**src/rtl/e203_icb_stub_slv_pkg.sv**
```systemverilog
// Shared ICB widths, response payload type and byte-merge helper for the ICB stub slave.
package e203_icb_stub_slv_pkg;

    localparam int unsigned ICB_DW = 32;
    localparam int unsigned ICB_MW = 4;

    typedef struct packed {
        logic              err;
        logic [ICB_DW-1:0] rdata;
    } icb_rsp_t;

    localparam int unsigned RSP_W = $bits(icb_rsp_t);

    function automatic logic [ICB_DW-1:0] merge_bytes(
        input logic [ICB_DW-1:0] old_word,
        input logic [ICB_DW-1:0] new_word,
        input logic [ICB_MW-1:0] mask
    );
        logic [ICB_DW-1:0] res;
        res = old_word;
        for (int b = 0; b < int'(ICB_MW); b++) begin
            if (mask[b]) res[8*b +: 8] = new_word[8*b +: 8];
        end
        return res;
    endfunction

endpackage

```
**src/rtl/e203_icb_stub_rspq.sv**
```systemverilog
// Synchronous response FIFO; accepts a push while full when a pop happens in the same cycle.
module e203_icb_stub_rspq
    import e203_icb_stub_slv_pkg::*;
#(
    parameter int unsigned DEPTH = 2,
    localparam int unsigned CW = $clog2(DEPTH + 1)
) (
    input  logic          clk,
    input  logic          rst_n,
    input  logic          push,
    input  icb_rsp_t      wdata,
    input  logic          pop,
    output icb_rsp_t      rdata,
    output logic          full,
    output logic          empty,
    output logic [CW-1:0] count
);

    localparam int unsigned PW = (DEPTH > 1) ? $clog2(DEPTH) : 1;

    icb_rsp_t        mem [DEPTH];
    logic [PW-1:0]   wp;
    logic [PW-1:0]   rp;
    logic [CW-1:0]   cnt;
    logic            do_push;
    logic            do_pop;

    function automatic logic [PW-1:0] nxt(input logic [PW-1:0] p);
        return (p == PW'(DEPTH - 1)) ? '0 : p + PW'(1);
    endfunction

    assign do_pop  = pop && (cnt != '0);
    assign do_push = push && (!full || do_pop);

    always_ff @(posedge clk or negedge rst_n) begin
        if (!rst_n) begin
            for (int i = 0; i < int'(DEPTH); i++) mem[i] <= '0;
            wp  <= '0;
            rp  <= '0;
            cnt <= '0;
        end else begin
            if (do_push) begin
                mem[wp] <= wdata;
                wp      <= nxt(wp);
            end
            if (do_pop) rp <= nxt(rp);
            cnt <= cnt + CW'(do_push) - CW'(do_pop);
        end
    end

    assign rdata = mem[rp];
    assign full  = (cnt == CW'(DEPTH));
    assign empty = (cnt == '0);
    assign count = cnt;

endmodule

```
**src/rtl/e203_icb_stub_slv.sv**
```systemverilog
// ICB slave stub: scratch RAM window, error responses outside it, fixed-latency in-order responses.
module e203_icb_stub_slv
    import e203_icb_stub_slv_pkg::*;
#(
    parameter int unsigned AW         = 32,
    parameter int unsigned OUTS_DEPTH = 2,
    parameter int unsigned RSP_LAT    = 1,
    parameter int unsigned MEM_WORDS  = 16,
    parameter logic [31:0] BASE_ADDR  = 32'h0
) (
    input  logic              clk,
    input  logic              rst_n,
    input  logic              icb_cmd_valid,
    output logic              icb_cmd_ready,
    input  logic [AW-1:0]     icb_cmd_addr,
    input  logic              icb_cmd_read,
    input  logic [ICB_DW-1:0] icb_cmd_wdata,
    input  logic [ICB_MW-1:0] icb_cmd_wmask,
    output logic              icb_rsp_valid,
    input  logic              icb_rsp_ready,
    output logic              icb_rsp_err,
    output logic [ICB_DW-1:0] icb_rsp_rdata,
    output logic [15:0]       err_cnt
);

    localparam int unsigned CW   = $clog2(OUTS_DEPTH + 1);
    localparam int unsigned IW   = (MEM_WORDS > 1) ? $clog2(MEM_WORDS) : 1;
    localparam logic [AW-1:0] BASE = AW'(BASE_ADDR);

    logic              en;
    logic              acc;
    logic              q_pop;
    logic              q_push;
    logic              q_full;
    logic              q_empty;
    logic              in_win;
    logic              byp;
    logic [CW-1:0]     q_cnt;
    logic [CW-1:0]     dl_cnt;
    logic [AW-1:0]     word_addr;
    logic [AW-1:0]     off;
    logic [IW-1:0]     idx;
    logic [ICB_DW-1:0] rd_word;
    icb_rsp_t          new_rsp;
    icb_rsp_t          q_wdata;
    icb_rsp_t          q_rdata;
    icb_rsp_t          rsp_out;
    logic              unused;

    // Ready is held low through reset and rises on the first edge after release.
    always_ff @(posedge clk or negedge rst_n) begin
        if (!rst_n) en <= 1'b0;
        else        en <= 1'b1;
    end

    // A pop from the queue frees its slot in the same cycle.
    assign q_pop         = icb_rsp_ready && !q_empty;
    assign icb_cmd_ready = en && (((dl_cnt + q_cnt) < CW'(OUTS_DEPTH)) || q_pop);
    assign acc           = icb_cmd_valid && icb_cmd_ready;

    assign word_addr = {icb_cmd_addr[AW-1:2], 2'b00};
    assign off       = word_addr - BASE;
    assign in_win    = (MEM_WORDS != 0) && (word_addr >= BASE) && (off[AW-1:2] < (AW-2)'(MEM_WORDS));
    assign idx       = off[IW+1:2];
    assign unused    = ^{icb_cmd_addr[1:0], off[1:0]};

    if (MEM_WORDS > 0) begin : g_mem
        logic [ICB_DW-1:0] mem [MEM_WORDS];

        always_ff @(posedge clk or negedge rst_n) begin
            if (!rst_n) begin
                for (int i = 0; i < int'(MEM_WORDS); i++) mem[i] <= '0;
            end else if (acc && !icb_cmd_read && in_win) begin
                mem[idx] <= merge_bytes(mem[idx], icb_cmd_wdata, icb_cmd_wmask);
            end
        end

        assign rd_word = mem[idx];
    end else begin : g_nomem
        assign rd_word = '0;
    end

    assign new_rsp.err   = !in_win;
    assign new_rsp.rdata = (icb_cmd_read && in_win) ? rd_word : '0;

    if (RSP_LAT == 0) begin : g_lat0
        // Zero latency: an empty queue is bypassed and the response is shown in the accept cycle.
        assign byp     = q_empty && acc;
        assign q_push  = acc && !(byp && icb_rsp_ready);
        assign q_wdata = new_rsp;
        assign dl_cnt  = '0;
    end else begin : g_dl
        logic [RSP_LAT-1:0] dl_vld;
        icb_rsp_t           dl_data [RSP_LAT];

        always_ff @(posedge clk or negedge rst_n) begin
            if (!rst_n) begin
                dl_vld <= '0;
                for (int i = 0; i < int'(RSP_LAT); i++) dl_data[i] <= '0;
            end else begin
                dl_vld[0]  <= acc;
                dl_data[0] <= new_rsp;
                for (int i = 1; i < int'(RSP_LAT); i++) begin
                    dl_vld[i]  <= dl_vld[i-1];
                    dl_data[i] <= dl_data[i-1];
                end
            end
        end

        always_comb begin
            dl_cnt = '0;
            for (int i = 0; i < int'(RSP_LAT); i++) dl_cnt = dl_cnt + CW'(dl_vld[i]);
        end

        assign byp     = 1'b0;
        assign q_push  = dl_vld[RSP_LAT-1];
        assign q_wdata = dl_data[RSP_LAT-1];
    end

    e203_icb_stub_rspq #(
        .DEPTH (OUTS_DEPTH)
    ) u_rspq (
        .clk   (clk),
        .rst_n (rst_n),
        .push  (q_push),
        .wdata (q_wdata),
        .pop   (q_pop),
        .rdata (q_rdata),
        .full  (q_full),
        .empty (q_empty),
        .count (q_cnt)
    );

    assign rsp_out       = !q_empty ? q_rdata : (byp ? new_rsp : '0);
    assign icb_rsp_valid = !q_empty || byp;
    assign icb_rsp_err   = rsp_out.err;
    assign icb_rsp_rdata = rsp_out.rdata;

    // Saturating count of retired error responses.
    always_ff @(posedge clk or negedge rst_n) begin
        if (!rst_n) begin
            err_cnt <= '0;
        end else if (icb_rsp_valid && icb_rsp_ready && icb_rsp_err && (err_cnt != 16'hFFFF)) begin
            err_cnt <= err_cnt + 16'd1;
        end
    end

endmodule

```
**config.mk**
```make
export PLATFORM = sky130hd
export DESIGN_NAME = e203_icb_stub_slv
export DESIGN_NICKNAME = d
export VERILOG_FILES = /design/src/rtl/e203_icb_stub_slv_pkg.sv /design/src/rtl/e203_icb_stub_rspq.sv /design/src/rtl/e203_icb_stub_slv.sv
export SDC_FILE = /design/constraint.sdc
export NUM_CORES = 1
export LEC_CHECK = 0
export ABC_AREA = 1
export CAP_MARGIN = 0
export CELL_PAD_IN_SITES_DETAIL_PLACEMENT = 1
export CELL_PAD_IN_SITES_GLOBAL_PLACEMENT = 2
export CORE_ASPECT_RATIO = 1.2
export CORE_MARGIN = 4
export CORE_UTILIZATION = 40
export CTS_BUF_LIST = sky130_fd_sc_hd__clkbuf_4
export CTS_CLUSTER_SIZE = 10
export DETAILED_ROUTE_END_ITERATION = 8
export GPL_TIMING_DRIVEN = 0
export HOLD_SLACK_MARGIN = 0.03
export PLACE_DENSITY_LB_ADDON = 0.25
export REMOVE_ABC_BUFFERS = 1
export SLEW_MARGIN = 20
export SYNTH_ARGS = -nofsm -noshare
export SYNTH_HDL_FRONTEND = slang
export SYNTH_SLANG_ARGS = --single-unit
```
**constraint.sdc**
```tcl
create_clock -name clk -period 4.9 [get_ports clk]
set_clock_uncertainty 0.2 [all_clocks]
set_input_delay 0.49 -clock clk [delete_from_list [all_inputs] [get_ports clk]]
set_output_delay 0.49 -clock clk [all_outputs]
set_load 0.05 [all_outputs]
```
* Yosys cells after proc, flatten, opt, wreduce, memory -nomap -nowiden *
Cells that the tools add are included.

word-level totals
  flip-flop bits (word level) = 633
  output and inout bits = 51
  logic and storage cells = 92

cells by class
  $add $sub $neg = 6
  $lt $le $gt $ge = 8
  eq/ne operators = 2
  mux-type cells = 24
  bitwise logic cells = 3
  reductions and logical operators = 21

operators by type and width
  operator                                              count
  bitwise mux 512 bit                                   1
  two-way mux 33 bit                                    5
  binary-select mux 32 bit (select 4 bit)               1
  demux 32 bit (select 4 bit)                           1
  two-way mux 32 bit                                    4
  bitwise mux 66 bit                                    1
  two-way mux 8 bit                                     8
  demux 33 bit (select 1 bit)                           1
  >= comparator 32 x 1 -> 1 bit, second input constant  1
  < comparator 30 x 5 -> 1 bit, second input constant   1
  adder 16 x 1 -> 16 bit, second input constant         1
  inequality test 16 bit, second input constant         1
  logical AND 1 bit                                     13
  >= comparator 5 bit, second input constant            1
  < comparator 5 x 1 -> 1 bit, second input constant    1
  NOT 4 -> 5 bit                                        1
  >= comparator 2 bit, second input constant            2
  zero test 1 bit                                       4
  NOT 1 -> 2 bit                                        2
  adder 1 bit, second input constant                    2
  adder 1 x 2 -> 2 bit                                  1
  adder 2 x 1 -> 2 bit                                  1
  == test 2 bit, second input constant                  1
  zero test 2 bit                                       1
  6 further kinds                                       8

* Longest topological paths before layout *
Gate-level depths: netlist (run 1).

  depth after elaboration = 10
  gate-level depth with buffers = 15
  depth with buffers taken out = 11

* Cells and area by module *
A second synthesis (run 1) with hierarchy kept.

unflattened totals
  cells, all modules = 4,599
  area, all modules = 32,576.2 sq um

by module, submodules not included
  module              times used  cells an instance  area each (sq um)  sequential area each (sq um)
  e203_icb_stub_slv   1           4,173              29,184.2           14,088.5
  e203_icb_stub_rspq  1           426                3,392.0            1,751.7

* Worst setup path before layout (run 1) *
No wires, ideal clock.

  path kind = reg2out
  start point = register u_rspq.cnt[1], in the netlist u_rspq.count[1]
  end point = output port icb_rsp_rdata[10]
  data arrival time = 1.964 ns
  setup slack = 2.246 ns
  cell stages (with the launch flop) = 6
  cells stage by stage = dfrtp_1 inv_2 nand2_1 inv_1 buf_1 a21oi_1

on the way
  cells in the longest elaborated chain, start to end = 2

RTL lines
  item                    line                      text
  start, declared         e203_icb_stub_rspq.sv:24  logic [CW-1:0] cnt;
  start signal, assigned  e203_icb_stub_rspq.sv:47  cnt <= cnt + CW'(do_push) - CW'(do_pop);
  zero test 2 bit         e203_icb_stub_rspq.sv:53  assign empty = (cnt == '0);
  two-way mux 33 bit      e203_icb_stub_slv.sv:134  assign rsp_out = !q_empty ? q_rdata : (byp ? new_rsp : '0);
  end, declared           e203_icb_stub_slv.sv:22   output logic [ICB_DW-1:0] icb_rsp_rdata,

Every way passes these cells.

* Worst setup path after layout (run 1) *
  start point = register u_rspq.rp
  end point = output port icb_rsp_err

on the way
  cells in the longest elaborated chain, start to end = 5

RTL lines
  item                                                   line                      text
  start, declared                                        e203_icb_stub_rspq.sv:23  logic [PW-1:0] rp;
  start signal, assigned                                 e203_icb_stub_rspq.sv:46  if (do_pop) rp <= nxt(rp);
  NOT 1 -> 2 bit (implied by the code)                   e203_icb_stub_rspq.sv:51  assign rdata = mem[rp];
  two-way mux 33 bit (implied by the code) (3 in a row)  e203_icb_stub_rspq.sv:51
  two-way mux 33 bit                                     e203_icb_stub_slv.sv:134
  end, declared                                          e203_icb_stub_slv.sv:21   output logic icb_rsp_err,

Every way passes these cells. The select of a mux whose other input is x is not followed.

==> impl_metrics.json, run 1 <==
{
  "status": "finished, final reports clean",
  "p_sw_frac": 0.295,
  "cap_violations": 0,
  "synth_xor_area_frac": 0.00330,
  "seqPwrFrac": 0.469,
  "drive_above_1_share": 0.0959,
  "rsz0062_at_grt": "false",
  "vdd_drop_max_v": 0.000206,
  "syn_area_um2": 31800,
  "grt_pass1_vias": 30324,
  "setup_viol": 0,
  "p_leak_nw": 20.5,
  "p_switching_mw": 3.39,
  "slowest_stage": "dfrtp_2",
  "initial_utilization": 0.403,
  "worstSetupStartpointType": "flop",
  "drt_wl_total_mm": 118,
  "globalRoute.totalOverflow": 0,
  "synth_top_area_cell": "dfrtp_1",
  "dp_hpwl_mm": 69.1,
  "grt_use_total": 0.281,
  "nNetsFinal": 4598,
  "ant_nets": 0,
  "synth.area.top_cells": "dfrtp_1 50%, nand2_1 30%, nand3_1 8.2%",
  "synth.distinct_cells": 29,
  "hold_class": "input port to flop",
  "critPathArrivalTime_ps": 3510,
  "ios": 124,
  "fillCellCount": 10099,
  "clk_latency_ps": 1080,
  "drt-vias-per-instance": 5.22,
  "path_cells": "inv_4 -> or2_2 -> nand2_1 -> inv_1 -> clkdlybuf4s50_1",
  "die_y_um": 317,
  "yosys.area_share.simple": 0.418,
  "yosysSeqAreaShare": 0.498,
  "die-area_um2": 84200,
  "detail_route.iter0.violations": 1978,
  "wl_per_cell_um": 20.7,
  "dr.pass1.iters": 5,
  "min_period_over_period": 0.857,
  "hold_violations": 0,
  "htreeDepth": 4,
  "clockBufferDepth": 3,
  "synthAdderAreaFrac": 0.00118,
  "place_inst": 5373,
  "worstSetupPathType": "flop to primary output",
  "fmax_mhz": 238,
  "drc": 0,
  "area_growth_pct": 15.1,
  "end_kind": "primary output",
  "synth-seq-cells": 633,
  "gp_congestion": 0.737,
  "synth.avg_cell_area_um2": 7.12,
  "path_max_fanout": 34,
  "synth_top_family_by_area": "simple AND/OR/NAND/NOR gates",
  "grt_pass1_wl_mm": 182,
  "cp_slowest_stage_delay_ps": 870,
  "cp.required_ps": 4210,
  "p_int_mw": 8.10,
  "rows": 113,
  "synth_compound_area_frac": 0.0164,
  "synthMuxAreaShare": 0,
  "p_clk_frac": 0.426,
  "worst_pin_slew_ps": 1160,
  "fin_crit_ps": 4200,
  "finalMaxSlewViolations": 0,
  "yosysTopAreaCellShare": 0.498,
  "port_buffers": 121,
  "slew_headroom": 0.227,
  "critPathTopFamily": "buffers and inverters",
  "numCtsBuffers": 176,
  "antenna_found_initial": 3,
  "final_cells": 5691,
  "cts-root-buf": "clkbuf_4",
  "dieWidth_um": 265,
  "vias": 29726,
  "crit_buf_inv": 3,
  "final_util": 0.463,
  "core_area_um2": 79000,
  "cts.reportedPaths.clkPinSlew_ps": 70,
  "yosys_warnings": 0,
  "grt_max_degree": 100,
  "cts_tree": "done",
  "p_per_area_nw_per_um2": 314,
  "syn_inst": 4468,
  "cts_num_sinks": 633,
  "combinationalPowerShare": 0.105
}
==> power groups by stage <==
stage | clock network (mW) | logic, mW | registers (mW)
4_1_cts | 5.04 | 1.22 | 5.39
2_1_floorplan | 0 | 0.473 | 5.54
3_5_place_dp | 0 | 1.21 | 5.49
5_1_grt | 5.33 | 1.31 | 5.40
6_report | 4.89 | 1.20 | 5.39
3_3_place_gp | 0 | 1.14 | 5.50
==> per-stage QoR <==
stage	hold slack, ps	setup TNS [ps]	instance area, um2	power, mW	setup slack [ps]
after CTS	69.3	0	36600	11.7	58.5
after global placement	260	-	32700	6.64	-27030
after floorplan	-5.59	0	30200	6.01	604
after global routing	122	0	36600	12.0	464
final	172	0	36600	11.5	700
after detailed placement	265	-1470	34300	6.70	-91.1
==> cell type report <==
cell class                 instances  area, um2  area share
sequential                       633      15800       0.433
clock inverter                    40        189     0.00516
multi-input combinational       3406      14000       0.383
antenna                            3       7.51    0.000205
timing repair buffer             201       2810      0.0766
clock buffer                     269       2020      0.0551
inverter                         104        435      0.0119
tap                             1035       1290      0.0354
==> per-layer routing <==
metal	share of wire	vias to the layer above	track usage
li1	-	14012	-
met1	0.44	14689	0.376
met2	0.47	814	0.468
met3	0.057	211	0.0470
met4	0.027	0	0.0926
met5	0	-	0
==> what timing repair did <==
action	CTS	global route
setup buffers	0	0
endpoints found under the setup margin	0	1
resized for setup	0	1
endpoints found under the hold margin	170	0
hold buffers	6	0
==> registers in the layout, indices dropped and copies added, names as in the netlist <==
register / cells
u_rspq.count: 2
u_rspq.wp: 1
g_dl.dl_data: 33
g_mem.mem: 512
u_rspq.mem: 66
g_dl.dl_vld: 1
en: 1
u_rspq.rp: 1
err_cnt: 16
==> placed cells by master (no fill, tap or decap), types with 23 or more instances in the layout <==
cell type / synthesis / final
or2_2: 34 / 33
a21oi_1: 32 / 32
nand3_1: 522 / 522
dfrtp_1: 633 / 632
nor2_1: 110 / 108
buf_8: 0 / 35
clkbuf_4: 6 / 269
clkinv_1: 1 / 23
o21ai_0: 72 / 72
clkdlybuf4s50_1: 0 / 118
inv_1: 90 / 80
buf_16: 0 / 32
nand2_1: 2585 / 2583
==> worst register-to-register path, cell delays in order, from the launching register on <==
cell	delay, ps
dfrtp_1	400
inv_2	70
nand2_1	110
nand2_1	150
nand3_2	140
nand4_4	500
nor3_4	780
buf_8	260
inv_2	440
nand2_1	230
nand2_1	70
==> path summary, 6_finish.rpt <==
path | from | end | slack, ps | cells past startpoint
min | icb_cmd_wdata[6] | g_mem.mem[422] | 170 | 4
min reg2reg | g_mem.mem[302] | g_mem.mem[302] | 280 | 2
max in group asynchronous | rst_n | g_mem.mem[118] | 2800 | 6
max reg2reg | u_rspq.count[1] | g_mem.mem[453] | 1420 | 10
max | u_rspq.rp | icb_rsp_err | 700 | 5
min in group asynchronous | rst_n | g_mem.mem[409] | 410 | 4
==> cells in the mapped netlist <==
cell / instances
inv_2: 13
clkbuf_1: 92
a21oi_1: 32
ha_1: 3
nand4_4: 1
nand3_1: 522
clkbuf_4: 6
o21ai_0: 72
nor2_1: 110
nand3_4: 1
inv_1: 90
nand3b_1: 2
nand4_1: 4
buf_4: 38
nand2_1: 2585
buf_1: 40
xor2_1: 10
nor3_1: 10
nor3_4: 10
xnor2_1: 2
or2_2: 34
clkbuf_2: 1
conb_1: 1
clkinv_1: 1
buf_2: 140
nor3_2: 6
nand3_2: 1
buf_6: 8
dfrtp_1: 633
==> kinds of logic (layout without fill, tap and decap cells) <==
| family | count (synthesis) | in the layout |
|---|---|---|
| fa+ha+maj | 3 | 3 |
| flops | 633 | 633 |
| xor+xnor | 12 | 12 |
| simple gates | 3286 | 3286 |
| compound gates | 104 | 104 |
| buf+inv | 429 | 614 |
| other cells | 1 | 4 |
Power figures use the tool's default switching activity.
==> inputs of run 2 (changes only) <==
--- a/config.mk
+++ b/config.mk
@@ -17,7 +17,7 @@
 export DETAILED_ROUTE_END_ITERATION = 8
 export GPL_TIMING_DRIVEN = 0
 export HOLD_SLACK_MARGIN = 0.03
-export PLACE_DENSITY_LB_ADDON = 0.25
+export PLACE_DENSITY = 0.95
 export REMOVE_ABC_BUFFERS = 1
 export SLEW_MARGIN = 20
 export SYNTH_ARGS = -nofsm -noshare
==> impl_metrics.json, run 2 (synthesized netlist as in run 1, its figures left out) <==
{
  "status": "finished, final reports clean",
  "min_period_over_period": 0.932,
  "fmax_mhz": 219,
  "p_leak_nw": 20.4,
  "layout_setup_ws_ps": 333,
  "gp_congestion": 0.737,
  "p_switching_mw": 3.44,
  "cts-root-buf": "clkbuf_4",
  "worstSetupPathType": "input port to flop",
  "p_sw_frac": 0.298,
  "rrSetupSlack_ps": 1390,
  "fin_crit_ps": 4570,
  "vdd_drop_max_v": 0.000271,
  "path_cells": "dlygate4sd3_1 -> buf_8 -> buf_16 -> buf_16 -> inv_8 -> buf_16 -> nor2_1 -> inv_1 -> nor2_1 -> inv_1 -> nor3_4 -> buf_8 -> inv_4 -> nand2_1 -> nand2_1",
  "hold_violations": 0,
  "p_clk_frac": 0.419,
  "area_growth_pct": 14.7,
  "cpMostUsedCell": "buf_16",
  "initial_utilization": 0.403,
  "nNetsFinal": 4591,
  "crit_buf_inv": 10,
  "cap_violations": 0,
  "dp_hpwl_mm": 69.6,
  "largest-register": "g_mem.mem",
  "critPathArrivalTime_ps": 5240,
  "numCtsBuffers": 169,
  "wl_per_cell_um": 21.4,
  "clockBufferDepth": 3,
  "finalSetupTns_ps": 0,
  "hold_class": "input port to flop",
  "drt_wl_total_mm": 122,
  "slew_headroom": 0.264,
  "combinationalPowerShare": 0.116,
  "hold_depth": 4,
  "reg_top3": "g_mem.mem (512), u_rspq.mem (66), g_dl.dl_data (33)",
  "seqPwrFrac": 0.465,
  "worst_pin_slew_ps": 1100,
  "ios": 124,
  "clk_latency_ps": 1070,
  "timing.rr.start": "u_rspq.count[1]",
  "vias": 30734,
  "cp.required_ps": 5570,
  "largest_reg_flops": 512,
  "cts_num_sinks": 633,
  "finalMaxSlewViolations": 0,
  "worstSetupStartpointType": "input port",
  "grt_use_total": 0.288,
  "drt-vias-per-instance": 5.42,
  "cts.reportedPaths.clkPinSlew_ps": 70,
  "htreeDepth": 4,
  "die-area_um2": 84200,
  "drive_above_1_share": 0.0907,
  "p_int_mw": 8.10,
  "critPathTopFamily": "buffers and inverters",
  "grt_pass1_wl_mm": 187,
  "holdPathEnd": "g_mem.mem[352]",
  "fillCellCount": 10045,
  "globalRoute.totalOverflow": 0,
  "end_kind": "flop",
  "core_area_um2": 79000,
  "cts_tree": "done",
  "rows": 113,
  "grt_max_degree": 111,
  "antenna_found_initial": 2,
  "reg2reg_to": "g_mem.mem[41]",
  "dr.pass1.iters": 5,
  "setup_viol": 0,
  "dieWidth_um": 265,
  "hold_slack_ps": 197,
  "drc": 0,
  "hp-start": "icb_cmd_wdata[0]",
  "dpl_worst_slack_ps": 32.1,
  "cp_slowest_stage_delay_ps": 670,
  "ctsResizeCount": 0,
  "detail_route.iter0.violations": 2255,
  "ant_nets": 0,
  "port_buffers": 121,
  "slowest_stage": "nor3_4",
  "rsz0062_at_grt": "false",
  "reg2regPathDepth": 11,
  "path_max_fanout": 110,
  "layout_commonest_cell": "nand2_1",
  "layout_common_cells": "2583 x nand2_1, 632 x dfrtp_1, 522 x nand3_1",
  "grt_pass1_vias": 31832,
  "p_per_area_nw_per_um2": 316,
  "die_y_um": 317
}
[run 2: worst max path at each step]
| stage | to | depth (start not counted) | slack [ps] | startpoint |
|---|---|---|---|---|
| after detailed placement | g_mem.mem[68] | 14 | 30 | icb_cmd_addr[2] |
| after floorplan | g_mem.mem[32] | 9 | 600 | icb_cmd_addr[3] |
| final | g_mem.mem[66] | 15 | 330 | icb_cmd_addr[2] |
| after global routing | g_mem.mem[66] | 15 | 280 | icb_cmd_addr[2] |
| after global placement | g_mem.mem[130] | 1 | -26740 | rst_n |
| after CTS | icb_rsp_err | 7 | 450 | u_rspq.rp |
[run 2: area by class of cell]
| class | count | area, um2 | share of cell area |
|---|---|---|---|
| sequential | 633 | 15800 | 0.434 |
| multi-input combinational | 3406 | 14000 | 0.385 |
| timing repair buffer | 201 | 2720 | 0.0746 |
| clock buffer | 246 | 1850 | 0.0506 |
| tap | 1035 | 1290 | 0.0355 |
| inverter | 104 | 452 | 0.0124 |
| clock inverter | 43 | 289 | 0.00792 |
| antenna | 1 | 2.50 | 0.0000686 |
[run 2: power by group through the flow]
stage,clock network (mW),registers (mW),logic (mW)
floorplan,0,5.54,0.473
global placement,0,5.51,1.17
detailed placement,0,5.47,1.34
CTS,4.94,5.38,1.36
global route,5.22,5.38,1.44
finish,4.84,5.37,1.34
[run 2: stage by stage]
step	cells	cell area, um2	utilization	total power [mW]
after global placement	5299	32700	0.414	6.68
after global routing	5669	36500	0.462	12.0
after detailed placement	5372	34300	0.433	6.82
after CTS	5668	36500	0.462	11.7
after floorplan	4143	30200	-	6.01
final	5669	36500	0.462	11.5
[run 2: worst min-delay path, cell delays in order]
cell and delay [ps]:
clkdlybuf4s50_1 440, or2_2 310, nand3_1 120, nand2_1 60
[run 2: timing repair]
action / CTS / global route
hold buffers: 7 / 0
buffers inserted: 0 / 0
hold endpoints to repair: 407 / 0
[run 2: layer usage]
metal / track usage / vias up / part of all wire
met1: 0.374 / 15353 / 0.42
met4: 0.123 / 0 / 0.041
li1: - / 13989 / -
met3: 0.0511 / 309 / 0.064
met2: 0.475 / 1083 / 0.47
met5: 0 / - / 0
